`src/rtl/prog_loader.sv`:
```
// Boot loader: parses an A5/len/words/csum byte frame, writes 19-bit words to imem from addr 0, releases CPU on success.
// Latency: imem write strobe one cycle after the third word byte is accepted; cpu_run/load_error one cycle after the csum byte.
// Backpressure: rx_ready is registered, high from IDLE through CSUM and dropped for good in DONE/ERROR.
module prog_loader #(
    parameter int ADDR_WIDTH = 10,
    parameter int WORD_WIDTH = 19
) (
    input  logic                  clk,
    input  logic                  reset,
    input  logic [7:0]            rx_data,
    input  logic                  rx_valid,
    output logic                  rx_ready,
    output logic                  imem_we,
    output logic [ADDR_WIDTH-1:0] imem_addr,
    output logic [WORD_WIDTH-1:0] imem_wdata,
    output logic [ADDR_WIDTH:0]   word_count,
    output logic                  cpu_run,
    output logic                  load_error
);

    typedef enum logic [3:0] {
        S_IDLE, S_LEN_HI, S_LEN_LO, S_W0, S_W1, S_W2, S_CSUM, S_DONE, S_ERROR
    } state_t;

    state_t state, state_nxt;

    logic                  acc;
    logic [7:0]            len_hi_q;
    logic [ADDR_WIDTH:0]   len_q;
    logic [2:0]            b0_q;
    logic [7:0]            b1_q;
    logic [7:0]            csum_q;
    logic [16:0]           n_rx;
    logic [16:0]           n_max;
    logic [ADDR_WIDTH:0]   count_inc;
    logic                  last_word;

    assign acc       = rx_valid && rx_ready;
    assign n_rx      = {1'b0, len_hi_q, rx_data};
    assign n_max     = 17'd1 << ADDR_WIDTH;
    assign count_inc = word_count + {{ADDR_WIDTH{1'b0}}, 1'b1};
    assign last_word = (count_inc == len_q);

    assign cpu_run    = (state == S_DONE);
    assign load_error = (state == S_ERROR);

    always_ff @(posedge clk or negedge reset) begin
        if (!reset) begin
            state <= S_IDLE;
        end else begin
            state <= state_nxt;
        end
    end

    always_comb begin
        state_nxt = state;
        if (acc) begin
            case (state)
                S_IDLE:   if (rx_data == 8'hA5) state_nxt = S_LEN_HI;
                S_LEN_HI: state_nxt = S_LEN_LO;
                S_LEN_LO: begin
                    // Length is checked before any write, so the address never wraps.
                    if (n_rx > n_max)       state_nxt = S_ERROR;
                    else if (n_rx == 17'd0) state_nxt = S_CSUM;
                    else                    state_nxt = S_W0;
                end
                S_W0:     state_nxt = (rx_data[7:3] != 5'd0) ? S_ERROR : S_W1;
                S_W1:     state_nxt = S_W2;
                S_W2:     state_nxt = last_word ? S_CSUM : S_W0;
                S_CSUM:   state_nxt = (rx_data == csum_q) ? S_DONE : S_ERROR;
                default:  state_nxt = state;
            endcase
        end
    end

    always_ff @(posedge clk or negedge reset) begin
        if (!reset) begin
            rx_ready   <= 1'b0;
            imem_we    <= 1'b0;
            imem_addr  <= '0;
            imem_wdata <= '0;
            word_count <= '0;
            len_hi_q   <= '0;
            len_q      <= '0;
            b0_q       <= '0;
            b1_q       <= '0;
            csum_q     <= '0;
        end else begin
            rx_ready <= !(state_nxt == S_DONE || state_nxt == S_ERROR);
            imem_we  <= 1'b0;
            if (acc) begin
                case (state)
                    S_IDLE:   if (rx_data == 8'hA5) csum_q <= 8'h00;
                    S_LEN_HI: len_hi_q <= rx_data;
                    S_LEN_LO: len_q <= n_rx[ADDR_WIDTH:0];
                    S_W0: begin
                        b0_q   <= rx_data[2:0];
                        csum_q <= csum_q ^ rx_data;
                    end
                    S_W1: begin
                        b1_q   <= rx_data;
                        csum_q <= csum_q ^ rx_data;
                    end
                    S_W2: begin
                        csum_q     <= csum_q ^ rx_data;
                        imem_we    <= 1'b1;
                        imem_addr  <= word_count[ADDR_WIDTH-1:0];
                        imem_wdata <= {b0_q, b1_q, rx_data};
                        word_count <= count_inc;
                    end
                    default: ;
                endcase
            end
        end
    end

endmodule
```
`config.mk`:
```
export PLATFORM = sky130hd
export DESIGN_NAME = prog_loader
export DESIGN_NICKNAME = d
export VERILOG_FILES = /design/src/rtl/prog_loader.sv
export SDC_FILE = /design/constraint.sdc
export NUM_CORES = 1
export LEC_CHECK = 0
export ABC_CLOCK_PERIOD_IN_PS = 2380
export CAP_MARGIN = 10
export CELL_PAD_IN_SITES_DETAIL_PLACEMENT = 1
export CELL_PAD_IN_SITES_GLOBAL_PLACEMENT = 2
export CORE_UTILIZATION = 25
export DETAILED_ROUTE_END_ITERATION = 6
export PLACE_DENSITY_LB_ADDON = 0.05
export SLEW_MARGIN = 20
export SYNTH_ARGS = -nofsm -noshare
export SYNTH_HDL_FRONTEND = slang
export SYNTH_SLANG_ARGS = --single-unit
```
`constraint.sdc`:
```
create_clock -name clk -period 2.38 [get_ports clk]
set_input_delay 0.714 -clock clk [delete_from_list [all_inputs] [get_ports clk]]
set_output_delay 0.714 -clock clk [all_outputs]
set_load 0.005 [all_outputs]
```
======== After elaboration in Yosys (flattened, before gate mapping) ========
Index checks and enable logic that the tools add are counted.
word-level totals
  register bits after elaboration ......... 84
  word-level logic and storage cells ...... 54
operators by class
  reduce and logical (&&, ||, !) cells .... 14
  multiplexer cells ....................... 12
  add/sub/neg operators ................... 1
  bitwise operators ....................... 1
  equal/unequal tests ..................... 14
  magnitude comparators ................... 1
operators by type and width
  cell                                                                               count
  4-bit one-hot mux with 7 select lines                                              1
  4-bit by 3-bit == test with 1-bit output, second input constant                    5
  4-bit 2-to-1 mux                                                                   5
  17-bit logical NOT                                                                 1
  16-bit by 11-bit greater-than comparator with 1-bit output, second input constant  1
  8-bit one-hot mux with 2 select lines                                              1
  11-bit by 1-bit adder with 11-bit output, second input constant                    1
  11-bit == test                                                                     1
  2-bit AND reduction                                                                5
  4-bit by 2-bit == test with 1-bit output, second input constant                    2
  4-bit == test, second input constant                                               2
  8-bit == test                                                                      1
  8-bit == test, second input constant                                               1
  8-bit 2-to-1 mux                                                                   1
  8-bit XOR                                                                          1
  3-bit 2-to-1 mux                                                                   2
  5-bit nonzero test                                                                 1
  4-bit by 1-bit == test with 1-bit output, second input constant                    1
  4-bit logical NOT                                                                  1
  3-bit AND reduction                                                                1
  3-bit OR reduction                                                                 1
  1-bit 2-to-1 mux                                                                   2
  2-bit != test, second input constant                                               1
  2-bit nonzero test                                                                 1
  other kinds (3)                                                                    3

======== Longest topological paths before layout ========
  depth in word-level cells ............... 8
  depth in mapped cells ................... 10

======== Worst setup path after synthesis ========
Ideal clock, no wire load.
  kind .................................... input to register
  start point ............................. input rx_data[4]
  end point ............................... register rx_ready
  data arrival time ....................... 2.269 ns
  library setup time ...................... 0.131 ns
  path buffers ............................ 1
  stages on the path ...................... 8
  setup slack ............................. -0.020 ns
  required time ........................... 2.249 ns
  cells stage by stage .................... buf_2 or3_4 and4bb_1 and2b_1 nor4_1 or3_1 a2bb2oi_2 mux2i_1
between the ends
  word-level cells in the longest chain between the ends .. 8
  elaborated cells between the ends (all ways) .. 16
ends and longest elaborated chain
  what                                                                                                                line  source
  from (decl)                                                                                                         10    input logic [7:0] rx_data,
  parallel branches: the longest is 3 deep, another holds 16-bit by 11-bit greater-than comparator with 1-bit output  n/a
  4-bit one-hot mux with 7 select lines *                                                                             58    case (state)
  4-bit 2-to-1 mux *                                                                                                  57    if (acc) begin
  net state_nxt[0]                                                                                                    25    state_t state, state_nxt;
  4-bit by 3-bit == test with 1-bit output / 4-bit == test (equally long branches)                                    89    rx_ready <= !(state_nxt == S_DONE || state_nxt == S_ERROR);
  1-bit logical OR *                                                                                                  89
  1-bit logical NOT *                                                                                                 89
  to (signal assigned)                                                                                                89
  to (decl)                                                                                                           12    output logic rx_ready,
Mark *: on every way through the listed nets, which the timed path passes.
A chain may end at the register's enable or synchronous reset.

======== Worst setup path in the final report ========
  start point ............................. input rx_data[6]
  end point ............................... register rx_ready
The elaborated chain is that of the path after synthesis.

==> impl_summary.txt <==
----------------------------------------------------
[GRT]
  GRT Total Usage ... between 15 and 20%
  Vias in the first global route ... roughly 3,500
  First-pass GRT wire length ... just over 20 mm
  Sum of overflow across all layers after global routing ... 0
  Antenna violations before repair ... 0
  Largest net degree at the start of global routing ... 34

[Routing]
  Iteration count of the initial detailed-routing pass ... 4
  Aggregate routed wire length ... around 12 mm
  Number of antenna-violating nets in the routed design ... 0
  DRC violation count after routing ... 0
  Vias/cell ... 4.50
  Number of vias after detailed routing ... approximately 3,200
  Number of DRC markers after the initial detailed-route iteration ... ~100
  Post-detailed-route wirelength per cell ... about 17 microns

[Clock tree]
  CTS buffer count ... 9
  Root buffer selected by CTS ... clkbuf_16
  Sink Count ... 84
  H-tree lvl count ... 3
  Clock latency at the later pin of the worst-skew pair ... ~0.35 ns
  TritonCTS clock tree ... yes
  Maximum number of buffers from clock root to sink ... 2
  Clock transition at path regs ... 0.07 ns

[Worst setup path]
  Largest delay share family, worst path ... simple AND/OR/NAND/NOR gates
  Delay of the slowest critical-path stage ... 0.38 ns
  Setup CP Type ... in -> reg
  Slowest library cell on the worst path ... or3_4
  Worst Setup Start Kind ... input port
  Critical Path Fanout Max ... 4
  Cells along the critical path ... dlygate4sd2_1 -> or3_4 -> and4bb_2 -> and2b_1 -> nor4_2 -> or3_1 -> a2bb2oi_2 -> mux2i_1
  Type of destination of the critical path ... register
  Arrival time of data at the critical path endpoint ... between 2 and 3 ns
  CP Buf/Inv Count ... 1
  Worst EP required ... between 2 and 3 ns

[Place]
  Placed wire-length estimate after detailed placement ... between 9 and 10 mm
  RePlAce Congestion ... approximately 0.85
  Placed Instance Area ... 5150 sq um
  IO Port Bufs ... 54

[Power]
  Static Leakage ... 0.00263 uW
  Sum of internal, switching and leakage power ... between 2000 and 3000 uW
  Max VDD drop ... roughly 320 uV
  Power density normalized to cell area ... 538 nW/um^2

[Final layout]
  Fraction of layout cells with a size suffix above 1 ... between 20 and 25%
  Total Nets Final ... 513
  Total inserted antenna cells ... 0
  Synthesis-to-finish area growth ... 36.9%
  Post-route standard cell area excluding fillers ... 5550 sq um

[Die]
  Number of placement rows ... 46
  Die height ... around 130 microns
  Die ar. ... around 17,000 sq um
  I/O pin total ... 55
  Initial Util ... about a quarter
  Placeable core area ... approximately 16,000 sq um
  Die width ... roughly 130 microns

[Yosys]
  Share of flip-flops with an asynchronous set or reset after synthesis ... 100%
  Mapped Cells ... roughly 410
  Yosys Warn Count ... 0
  Main flop type after synthesis ... dfrtp_1
  Post-synthesis register bit count ... 84
  Summed instance area of the synthesized netlist ... approximately 4000 sq um
  Average size of a mapped cell ... between 9 and 10 sq um
  Synthesized netlist net count ... 423
  Cell variety after synth ... 44
  Number of flops mapped to enable cells by yosys ... 0
  Sequential cell area fraction in the yosys report ... between 50% and 60%

[STA]
  Worst Clk Skew ... 0.00620 ns
  Fraction of the cycle the final worst path needs ... a little over nine tenths
  Number of endpoints with negative hold slack in the final report ... 0
  Tmin final ... approximately 2.3 ns
  Setup repair after global routing missed its margin ... true
  Final count of negative-setup-slack endpoints ... 0
  Final worst hold slack ... about 0.28 ns
  Sum Neg Setup Slack ... 0 ns
  Actual transition at the worst max-transition pin ... about 0.46 ns
  Final-report max-slew violation count ... 0
  Highest attainable clock frequency ... 430 MHz
  Normalized max-slew margin ... 69.4%

[Run status]
  Status ... completed

[Run]
  Max-cap viol count ... 0

[Hold path]
  HP Class ... in -> async

----------------------------------------------------
[path summary, 6_finish.rpt]
kind / startpoint / to / slack, ns / cells past startpoint
max: rx_data[6] / rx_ready / 0.05 / 8
min: reset / imem_addr[3] / 0.28 / 1
max reg2reg: word_count[4] / rx_ready / 0.12 / 6
min reg2reg: b1_q[6] / imem_wdata[14] / 0.47 / 2
max in group asynchronous: reset / state[1] / 1.56 / 2
min in group clk: b1_q[6] / imem_wdata[14] / 0.47 / 2
[power by group]
group	leakage, uW	internal, uW	switching [uW]
clock	0.000139	815	622
sequential	0.00115	1430	0
combinational	0.00134	49.1	77.2
total	0.00263	2290	700
[per-stage QoR]
stage	util, %	instances	worst slack (ns)
2_1_floorplan	-	411	0.00376
3_3_place_gp	32.4	702	-0.561
3_5_place_dp	32.4	702	-0.541
4_1_cts	34.4	718	0.000399
5_1_grt	35.0	722	-0.00659
6_report	35.0	722	0.0534
[worst register-to-register path, cell delays in order (launching register included)]
cell,delay (ns)
dfrtp_1,0.46
xnor2_1,0.26
or3b_4,0.42
a2111oi_4,0.41
nand4_1,0.21
a211oi_1,0.28
mux2i_1,0.11
[cells by family (layout without fill, tap and decap cells)]
| group | after synthesis | count (layout) | share of synthesized area [%] |
|---|---|---|---|
| AO/OA/AOI/OAI | 34 | 34 | 6.42 |
| adder cells (fa/ha/maj) | 1 | 1 | 0.308 |
| buffers and inverters | 40 | 135 | 4.26 |
| multiplexers | 33 | 33 | 9.13 |
| AND/OR/NAND/NOR | 187 | 187 | 21.2 |
| flip-flops | 84 | 84 | 51.8 |
| XOR/XNOR | 32 | 32 | 6.91 |
[what timing repair did]
action                     4_1_cts  5_1_grt
hold buffers                     0        0
gates resized for setup         13       18
pin swaps                        2        3
setup endpoints to repair        4       11
buffers inserted                 0        4
[cells in the final DEF, fill, tap and decap left out, types with 5 or more instances in the layout]
cell type / n
dfrtp_1: 79
clkbuf_16: 9
inv_1: 13
nand4_1: 7
clkdlybuf4s50_1: 45
nor2_1: 17
nand3_1: 15
o21ai_0: 12
dfrtp_2: 5
xor2_1: 13
xnor2_1: 18
a22o_1: 9
buf_4: 46
nor3_1: 7
mux2_2: 32
nand2_1: 111
[flip-flops by register name, indices dropped and copies added (netlist names)]
| register | cells |
|---|---|
| imem_addr | 10 |
| csum_q | 8 |
| len_q | 11 |
| b0_q | 3 |
| word_count | 11 |
| len_hi_q | 8 |
| imem_wdata | 19 |
| rx_ready | 1 |
| state | 4 |
| b1_q | 8 |
| imem_we | 1 |
[metal layers]
metal | routed length, microns | vias up | track usage (%)
li1 | - | 1553 | -
met1 | 5910 | 1637 | 21.6
met2 | 5920 | 44 | 27.2
met3 | 324 | 14 | 2.93
met4 | 202 | 0 | 6.44
met5 | 0 | - | 0
[final cells by class]
cell class,count,area [sq um]
fill,1809,10300
clock inverter,6,63.8
sequential,84,2110
inverter,14,52.6
tap,216,270
multi-input combinational,287,1850
clock buffer,10,229
timing repair buffer,105,981
[synthesized netlist by cell type, drive strengths merged (4+ instances only)]
cell    count  area share, %
a31oi       4           0.62
nand2     111             10
mux2       32            8.9
nand4       7            1.1
a22o        9            1.9
clkbuf     19            1.8
nor4        5           0.77
nor2       18            1.7
inv        14            1.3
nor3       10            1.2
xor2       14            3.0
nand3      16            2.3
xnor2      18            3.9
or3         4           0.74
o21ai      13            1.6
dfrtp      84             52
buf         7            1.2
Power figures use the tool's default switching activity.
